$ cat config.mk
export PLATFORM = sky130hd
export DESIGN_NAME = mlp_job_arbiter
export DESIGN_NICKNAME = d
export VERILOG_FILES = /design/src/rtl/mlp_job_arbiter.sv
export SDC_FILE = /design/constraint.sdc
export NUM_CORES = 1
export LEC_CHECK = 0
export CAP_MARGIN = 5
export CORE_ASPECT_RATIO = 1.4
export CORE_MARGIN = 4
export CORE_UTILIZATION = 49
export CTS_CLUSTER_SIZE = 25
export DETAILED_ROUTE_END_ITERATION = 8
export DONT_BUFFER_PORTS = 1
export GPL_ROUTABILITY_DRIVEN = 1
export SLEW_MARGIN = 20
export SYNTH_ARGS = -nofsm -noshare
export SYNTH_HDL_FRONTEND = slang
export SYNTH_SLANG_ARGS = --single-unit
$ cat constraint.sdc
create_clock -name clk_i -period 2.3 [get_ports clk_i]
set_input_delay 0.46 -clock clk_i [delete_from_list [all_inputs] [get_ports clk_i]]
set_output_delay 0.46 -clock clk_i [all_outputs]
set_load 0.01 [all_outputs]
$ cat src/rtl/mlp_job_arbiter.sv
// Round-robin arbiter that lends one MLP engine to NumReq job sources for a whole job,
// routes the engine's result beats to the owner and audits the beat count of each job.
//
// state | meaning
// Idle  | no job; pick the next requester round-robin from rr_ptr
// Issue | present init/start to the engine until it accepts
// Busy  | engine working; result beats routed to the owner and counted
// Done  | one-cycle done pulse, beat audit, advance rr_ptr
module mlp_job_arbiter #(
   parameter int NumReq      = 4,
   parameter int ResultBeats = 256
) (
   input  logic                      clk_i,
   input  logic                      rst_i,
   input  logic [NumReq-1:0]         req_valid_i,
   input  logic [NumReq-1:0]         req_init_i,
   output logic [NumReq-1:0]         req_ready_o,
   output logic [NumReq-1:0]         done_o,
   output logic [NumReq-1:0]         result_valid_o,
   output logic                      eng_start_valid_o,
   input  logic                      eng_start_ready_i,
   output logic                      eng_init_valid_o,
   input  logic                      eng_init_ready_i,
   input  logic                      eng_result_valid_i,
   output logic                      busy_o,
   output logic [$clog2(NumReq)-1:0] grant_idx_o,
   output logic                      beat_err_o
);
   localparam int IdxW = $clog2(NumReq);
   localparam int SumW = IdxW + 1;
   localparam int CntW = $clog2(ResultBeats + 1);
   localparam logic [CntW-1:0] BeatsExp = CntW'(ResultBeats);
   localparam logic [IdxW-1:0] LastIdx  = IdxW'(NumReq - 1);
   localparam logic [SumW-1:0] NumReqW  = SumW'(NumReq);

   typedef enum logic [1:0] {Idle, Issue, Busy, Done} state_t;

   state_t              state, state_nxt;
   logic [IdxW-1:0]     rr_ptr;
   logic [IdxW-1:0]     grant_idx;
   logic                kind;
   logic [CntW-1:0]     beat_cnt;
   logic                beat_err;
   logic                eng_ready;
   logic                beat_bad;
   logic [2*NumReq-1:0] rr_dbl;
   logic [NumReq-1:0]   rr_rot;
   logic [SumW-1:0]     pick_sum;
   logic [IdxW-1:0]     pick_idx;
   logic                pick_found;

   // Rotate the request vector so bit 0 is rr_ptr, then map the first hit back.
   always_comb begin
      rr_dbl     = {req_valid_i, req_valid_i} >> rr_ptr;
      rr_rot     = rr_dbl[NumReq-1:0];
      pick_found = 1'b0;
      pick_sum   = '0;
      for (int i = 0; i < NumReq; i++) begin
         if (!pick_found && rr_rot[i]) begin
            pick_found = 1'b1;
            pick_sum   = {1'b0, rr_ptr} + SumW'(i);
         end
      end
      if (pick_sum >= NumReqW) begin
         pick_sum = pick_sum - NumReqW;
      end
      pick_idx = pick_sum[IdxW-1:0];
   end

   assign eng_ready = kind ? eng_init_ready_i : eng_start_ready_i;
   assign beat_bad  = kind ? (beat_cnt != '0) : (beat_cnt != BeatsExp);

   always_ff @(posedge clk_i) begin
      if (rst_i) begin
         state     <= Idle;
         rr_ptr    <= '0;
         grant_idx <= '0;
         kind      <= 1'b0;
         beat_cnt  <= '0;
         beat_err  <= 1'b0;
      end else begin
         state <= state_nxt;
         case (state)
            Idle: begin
               if (pick_found) begin
                  grant_idx <= pick_idx;
                  kind      <= req_init_i[pick_idx];
                  beat_cnt  <= '0;
               end
            end
            Busy: begin
               if (eng_result_valid_i && (beat_cnt != '1)) begin
                  beat_cnt <= beat_cnt + 1'b1;
               end
            end
            Done: begin
               rr_ptr <= (grant_idx == LastIdx) ? '0 : grant_idx + 1'b1;
               if (beat_bad) begin
                  beat_err <= 1'b1;
               end
            end
            default: ;
         endcase
      end
   end

   always_comb begin
      state_nxt         = state;
      req_ready_o       = '0;
      done_o            = '0;
      result_valid_o    = '0;
      eng_start_valid_o = 1'b0;
      eng_init_valid_o  = 1'b0;
      case (state)
         Idle: begin
            if (pick_found) begin
               state_nxt = Issue;
            end
         end
         Issue: begin
            eng_init_valid_o  = kind;
            eng_start_valid_o = !kind;
            if (eng_ready) begin
               req_ready_o[grant_idx] = 1'b1;
               state_nxt              = Busy;
            end
         end
         Busy: begin
            result_valid_o[grant_idx] = eng_result_valid_i;
            // Engine signals it is idle again by raising the same ready it used to accept.
            if (eng_ready) begin
               state_nxt = Done;
            end
         end
         Done: begin
            done_o[grant_idx] = 1'b1;
            state_nxt         = Idle;
         end
         default: state_nxt = Idle;
      endcase
   end

   assign busy_o      = (state != Idle);
   assign grant_idx_o = grant_idx;
   assign beat_err_o  = beat_err;

endmodule

* Yosys cells after proc, flatten, opt, wreduce, memory -nomap -nowiden *
Index checks and enable logic that the tools add are counted.

cells by class
  bitwise logic cells = 1
  multipliers = 0
  eq/ne operators = 10
  reductions and logical operators = 17
  div/mod/pow operators = 0
  multiplexer cells = 29
  add/sub/neg operators = 6
  shift operators = 1
  order comparisons = 4

operators with widths
  cell                                                                           number
  9-bit 2-to-1 mux                                                               2
  9-bit inequality test (second input constant)                                  2
  9-bit case mux with 2 select lines                                             1
  4-bit 2-to-1 mux                                                               4
  2-bit 2-to-1 mux                                                               6
  1-bit 2-to-1 mux                                                               10
  9-bit by 1-bit adder with 9-bit output (second input constant)                 1
  3-bit 2-to-1 mux                                                               3
  9-bit nonzero test                                                             1
  2-bit inequality test (second input constant)                                  4
  2-bit case mux with 4 select lines                                             1
  8-bit by 2-bit right shift with 4-bit output                                   1
  2-bit by 2-bit adder with 3-bit output (second input constant)                 2
  2-bit == test (second input constant)                                          3
  2-bit by 3-bit less-than comparator with 1-bit output (second input constant)  2
  3-bit AND reduction                                                            2
  1-bit logical AND                                                              5
  4-bit AND                                                                      1
  1-bit zero test                                                                4
  2-bit AND reduction                                                            2
  2-bit nonzero test                                                             2
  2-bit by 1-bit adder with 3-bit output (second input constant)                 1
  3-bit greater-or-equal comparator (second input constant)                      1
  2-bit by 1-bit adder with 2-bit output (second input constant)                 1
  other kinds (6)                                                                6

word-level totals
  input port bits = 13
  bits in read-only memories = 0
  bits in writable memories = 0
  latch bits = 0
  word-level logic and storage cells = 74
  output and inout port bits = 18
  memories kept = 0
  register bits after elaboration = 17

* Longest topological paths before layout *
Gate-level depths: netlist of run 1.

  word-level depth = 15
  mapped depth = 9
  gate-level depth less buffers = 9

* Worst setup path before layout of run 1 *
No wires, ideal clock.

  path kind = register to register
  start = register beat_cnt[0]
  end = register beat_cnt[5]
  path slack = 0.361 ns
  stages on the path, launching flop included = 10
  data required time = 2.163 ns
  library setup time = 0.137 ns
  clock period less this slack = 1.939 ns
  buffers on the path = 0
  arrival = 1.802 ns
  cell sequence = dfxtp_1 ha_1 and3_1 and3_1 ha_1 nand3b_1 a22oi_4 nand4_1 xor2_1 nor2_1

between the ends
  word-level cells in the longest chain between the ends = 4
  elaborated cells on any way between the ends = 7
  classes of those cells = 1 x add/sub; 2 x eq/ne; 2 x mux; 2 x reduce/logical

RTL lines
  element                                                                         line  text
  from (decl)                                                                     42    logic [CntW-1:0] beat_cnt;
  from (signal assigned)                                                          93    beat_cnt <= beat_cnt + 1'b1;
  branches (longest 4 deep; another with 9-bit by 1-bit adder with 9-bit output)  -

Several ways; the timed one is not identified. The select of a mux whose other input is x is not followed.
A chain may end at the register's enable or synchronous reset.

* Worst setup path after layout of run 1 *
  start = register beat_cnt[0]
  end = register beat_cnt[7]

The elaborated chain is that of the path after synthesis.

==> flow_summary.toml, run 1 <==
[floorplanning]
num_io_pins = 31
rows = 20
start_util = 0.522
die_h_microns = 65.3
die_w_microns = 48.9
die_area_sq_um = 3200
core_region_area_sq_um = 2200

[global_routing]
antenna_found_initial = 0
grt_max_degree = 11
grt_usage = 0.153
grt_pass1_vias = 896
grt_pass1_wl_microns = 3850
grt_overflow = 0

[routing]
drc_errors = 0
detail-route-antenna-nets = 0
wl_microns = 2220
firstDrtPassIters = 4
routedWlPerCell_microns = 13.9
dr_total_vias = 913
drtIter0Drc = 14
drt-vias-per-instance = 5.74

[setup_path]
reg2reg_depth = 9
crit_path_cell_trace = "ha_1, and3_1, and3_1, ha_1, nand3b_1, a22oi_4, nand4_1, xor2_1, nor2_1"
slowest_delay_ps = 350
cp.required_ps = 2500
cp_max_fo = 10
crit_path_end_kind = "flop"
r2r_end = "beat_cnt[7]"
cp-start-kind = "flop"
r2r_setup_slack_ps = 250
worstPathArrival_ps = 2250
reg2reg_from = "beat_cnt[0]"
slowest_stage = "dfxtp_1"
setup.worst_path.class = "reg -> reg"

[clock_network]
post_cts.repair.setup_buffers = 0
cts_buffers = 3
post_cts_resized = 0
clock_sinks = 17
insertion_delay_ps = 290
cts_tree = "done"
postCtsHoldBufs = 0
cts.clk_slew.worst_paths_ps = 100
h-tree-depth = 1
cts_buffer_depth = 2
clockRootBuffer = "clkbuf_4"

[timing]
finalHoldViolations = 0
finalHoldWorstSlack_ps = 224
worst_pin_slew_ps = 410
layout_min_cycle_time_ps = 2050
setup_violations = 0
fmax_mhz = 487
relSlewSlack = 0.725
finalSetupTns_ps = 0
drv_slew = 0
fin_skew_ps = 10.1
rsz0062_at_grt = "false"
fin_crit_sh = 0.892

[min_path]
whs_endpoint = "rr_ptr[0]"
min_from = "rst_i"
hp-class = "in -> reg"
holdPathStages = 1

[placed_design]
place.gp.congestion = 0.871
port-buffer-count = 0
dp_hpwl_microns = 1810

[synth]
async_flop_share = 0
synthDominantCellAreaShare = 0.296
ys_seq_elements = 17
ys_seq_area_frac = 0.296
synth_ff_type = "dfxtp_1"
yosysWarnings = 0
synth_edf_count = 0
syn_avg_cell_area_sq_um = 8.58
yosysTopAreaCell = "dfxtp_1"
yosysMostFrequentCell = "nor2_1"
synth_area_sq_um = 1150
synth_cells = 134
yosysUniqueCellTypes = 32
synth_area_leaders = "dfxtp_1 (30%), ha_1 (13%), nor2_1 (7.2%)"
syn_nets = 159
synth_common_cells = "nor2_1 (22), dfxtp_1 (17), ha_1 (12)"

[final_layout]
utilization = 0.546
diodes = 0
area_delta_synth_final_pct = 4.57
layout.nets = 163
drive_above_1_share = 0.0730

[power]
leakage_nw = 0.550
power_density_nw_per_um2 = 917
vdd_drop_max_uv = 582
power.total_mw = 1.10

[status]
status = "finished clean"

[flow_run]
max_cap_violations = 0
stage by stage:
step	instances	cell area, sq um	setup slack [ps]
finish	159	1200	248
global route	159	1200	97.6
CTS	159	1200	225
detailed placement	155	1170	227
global placement	155	1170	302
floorplan	134	1150	361
where the power goes:
part | leakage (nW) | switching, mW | internal [mW]
registers | 0.138 | 0.0586 | 0.341
logic | 0.394 | 0.324 | 0.222
clock network | 0.0177 | 0.0923 | 0.0646
total | 0.550 | 0.475 | 0.627
cell families after synthesis:
logic type,count (synthesis),synth area share
AO/OA/AOI/OAI,17,0.118
XOR/XNOR,8,0.0609
adder cells (fa/ha/maj),12,0.131
buffers and inverters,13,0.0446
flip-flops,17,0.296
multiplexers,7,0.0609
AND/OR/NAND/NOR,60,0.289
layout make-up:
| type | count | area, sq um |
|---|---|---|
| inverter | 11 | 41.3 |
| tap | 22 | 27.5 |
| sequential | 17 | 340 |
| fill | 212 | 1000 |
| clock buffer | 3 | 22.5 |
| multi-input combinational | 104 | 758 |
| clock inverter | 1 | 5.00 |
| timing repair buffer | 1 | 7.51 |
state kept, by name (all words and copies together) (netlist names):
| name | flops |
|---|---|
| kind | 1 |
| grant_idx_o | 2 |
| beat_cnt | 9 |
| state | 2 |
| beat_err_o | 1 |
| rr_ptr | 2 |
cells in the final DEF (no fill, tap or decap), drive strengths merged:
| cell type | netlist | final |
|---|---|---|
| a221oi | 1 | 1 |
| a211o | 1 | 1 |
| a211oi | 1 | 1 |
| nor2b | 3 | 3 |
| mux2i | 7 | 7 |
| nor4b | 1 | 1 |
| clkinv | 0 | 1 |
| nor4 | 1 | 1 |
| clkbuf | 1 | 3 |
| buf | 1 | 1 |
| nand3 | 2 | 2 |
| nor2 | 22 | 22 |
| nand3b | 1 | 1 |
| a21o | 2 | 2 |
| and2 | 10 | 10 |
| ha | 12 | 12 |
| o21ai | 1 | 1 |
| xor2 | 7 | 7 |
| a22oi | 1 | 1 |
| nand4 | 3 | 3 |
| dfxtp | 17 | 17 |
| nand2b | 3 | 3 |
| nor3 | 1 | 1 |
| nand2 | 5 | 5 |
| a21oi | 6 | 6 |
| and3 | 8 | 8 |
| inv | 11 | 11 |
| o22a | 1 | 1 |
| xnor2 | 1 | 1 |
| o31ai | 1 | 1 |
| o221ai | 2 | 2 |
metal layers:
| metal | track usage | vias up | routed length (microns) |
|---|---|---|---|
| met3 | 0.0385 | 4 | 132 |
| met2 | 0.291 | 17 | 1210 |
| met4 | 0.0808 | 0 | 36 |
| met1 | 0.147 | 431 | 843 |
| met5 | 0 | - | 0 |
| li1 | - | 461 | - |
worst max-delay path: cells and delay by family (launching register included):
kind | cells | cell delay [ps]
flops | 1 | 350
compound gates | 1 | 320
simple gates | 5 | 760
fa+ha+maj | 2 | 380
xor+xnor | 1 | 160
worst max path at each step:
| stage | startpoint | end | slack, ps | cells past startpoint |
|---|---|---|---|---|
| final | beat_cnt[0] | beat_cnt[7] | 250 | 9 |
| after global routing | beat_cnt[0] | beat_cnt[7] | 100 | 9 |
| after CTS | beat_cnt[0] | beat_cnt[7] | 230 | 9 |
| after detailed placement | beat_cnt[0] | beat_cnt[7] | 230 | 9 |
| after global placement | beat_cnt[0] | beat_cnt[7] | 300 | 9 |
| after floorplan | beat_cnt[0] | beat_cnt[5] | 360 | 9 |
Power figures use the tool's default switching activity.
==> run 2, diff against run 1 <==
- ABC_AREA: unset -> 0
==> results of run 2 <==
Same layout as run 1: the final DEF is identical, and so are final timing and power.
==> run 3, diff against run 2 <==
- GPL_ROUTABILITY_DRIVEN: 1 -> 0
- GPL_TIMING_DRIVEN: unset -> 0
==> run 3 against run 2 <==
- sequential share of layout area about the same
- flip-flop and latch count unchanged
- clock power is 3% higher
- register-to-register slack lost 50 ps
- critical endpoint unchanged
- non-clock buffer count increased by 1
- die area unchanged
- first-iteration DRC count is 36% higher
- core utilization increased by 0.057 points
==> flow_summary.toml, run 3 (synthesized netlist as in run 1, its figures left out) <==
[global_routing]
antenna_found_initial = 0
grt_pass1_wl_microns = 4110
grt_max_degree = 11
grt_pass1_vias = 934
grt_overflow = 0
grt_usage = 0.164

[floorplanning]
core_region_area_sq_um = 2200
die_h_microns = 65.3
die_w_microns = 48.9
die_area_sq_um = 3200
rows = 20
start_util = 0.522
num_io_pins = 31

[placed_design]
pre_cts_slack_ps = 166
port-buffer-count = 0
dp_hpwl_microns = 1830

[timing]
drv_slew = 0
finalSetupTns_ps = 0
fin_skew_ps = 6.31
fmax_mhz = 476
finalHoldViolations = 0
fin_crit_sh = 0.914
postLayoutSetupSlackWorst_ps = 198
worst_pin_slew_ps = 686
layout_min_cycle_time_ps = 2100
setup_violations = 0
rsz0062_at_grt = "false"
relSlewSlack = 0.540

[final_layout]
top_register = "beat_cnt"
final_cell_mix = "nor2_1 (22), dfxtp_1 (17), ha_1 (12)"
diodes = 0
final_common_cell = "nor2_1"
layout.nets = 164
drive_above_1_share = 0.0725
fillers = 229
largest_reg_flops = 9
area_delta_synth_final_pct = 4.68

[power]
p_comb_frac = 0.494
swShare = 0.434
vdd_drop_max_uv = 522
p_sw_mw = 0.482
leakage_nw = 0.552
clkPwrFrac = 0.145
seq_power_share = 0.361
power_density_nw_per_um2 = 922
internal_power_mw = 0.628

[clock_network]
cts.clk_slew.worst_paths_ps = 100
cts_buffer_depth = 2
post_cts.repair.setup_buffers = 0
h-tree-depth = 1
postCtsHoldBufs = 0
post_cts_resized = 0
clockRootBuffer = "clkbuf_4"
insertion_delay_ps = 290
cts_buffers = 3
clock_sinks = 17
cts_tree = "done"

[min_path]
hp-class = "in -> reg"

[status]
status = "finished clean"

[routing]
routedWlPerCell_microns = 14.1
drtIter0Drc = 19
detail-route-antenna-nets = 0
firstDrtPassIters = 2
dr_total_vias = 894
drt-vias-per-instance = 5.59
drc_errors = 0
wl_microns = 2250

[setup_path]
slowest_stage = "dfxtp_1"
crit_path_end_kind = "flop"
cp.required_ps = 2460
slowest_delay_ps = 350
setup.worst_path.class = "reg -> reg"
critPathBufInv = 0
cp_top_family = "simple AND/OR/NAND/NOR gates"
cp-start-kind = "flop"
cp_max_fo = 10
worstPathArrival_ps = 2260
crit_path_cell_trace = "ha_1, and3_1, and3_1, ha_1, nand3b_1, a22oi_4, nand4_1, xor2_1, nor2_1"

[flow_run]
max_cap_violations = 0
-- run 3: changes by cell type in the layout (fill, tap and decap cells not counted), sizes merged --
cell	previous run	this run
clkinv	1	0
clkbuf	3	5
-- run 3: routing by layer --
metal,part of all wire,track usage,vias up,wire (microns)
met5,0,0,-,0
met4,0.015,0.0606,0,34
met3,0.053,0.0408,4,120
met2,0.54,0.315,17,1230
met1,0.39,0.166,413,868
li1,-,-,460,-
-- run 3: layout make-up --
class / instances / area, sq um / area share
Sequential cell: 17 / 340 / 0.283
Multi-Input combinational cell: 104 / 758 / 0.630
Inverter: 11 / 41.3 / 0.0343
Buffer: 2 / 10.0 / 0.00832
Clock buffer: 4 / 26.3 / 0.0218
Tap cell: 22 / 27.5 / 0.0229
-- run 3: stage by stage --
step                      instance area, sq um  instances  hold slack, ps  total power, mW  utilization
after detailed placement                  1180        156             532            0.963        0.535
after floorplan                           1150        134             493            0.852            -
after CTS                                 1200        160             384             1.13        0.547
final                                     1200        160             377             1.11        0.547
after global placement                    1180        156             510            0.946        0.535
after global routing                      1200        160             394             1.25        0.547
-- run 3: path summary, 6_finish.rpt --
check           startpoint          end  slack, ps  cells after the start
max reg2reg    beat_cnt[0]  beat_cnt[7]        200                      9
min reg2reg    beat_cnt[8]  beat_cnt[8]        550                      2
min          req_init_i[3]         kind        380                      2
max            beat_cnt[0]  beat_cnt[7]        200                      9
-- run 3: power groups by stage --
stage	clock network (mW)	logic, mW	registers (mW)
after floorplan	0	0.459	0.393
after global placement	0	0.541	0.405
after detailed placement	0	0.553	0.409
after CTS	0.167	0.556	0.403
after global routing	0.182	0.653	0.411
final	0.161	0.548	0.401
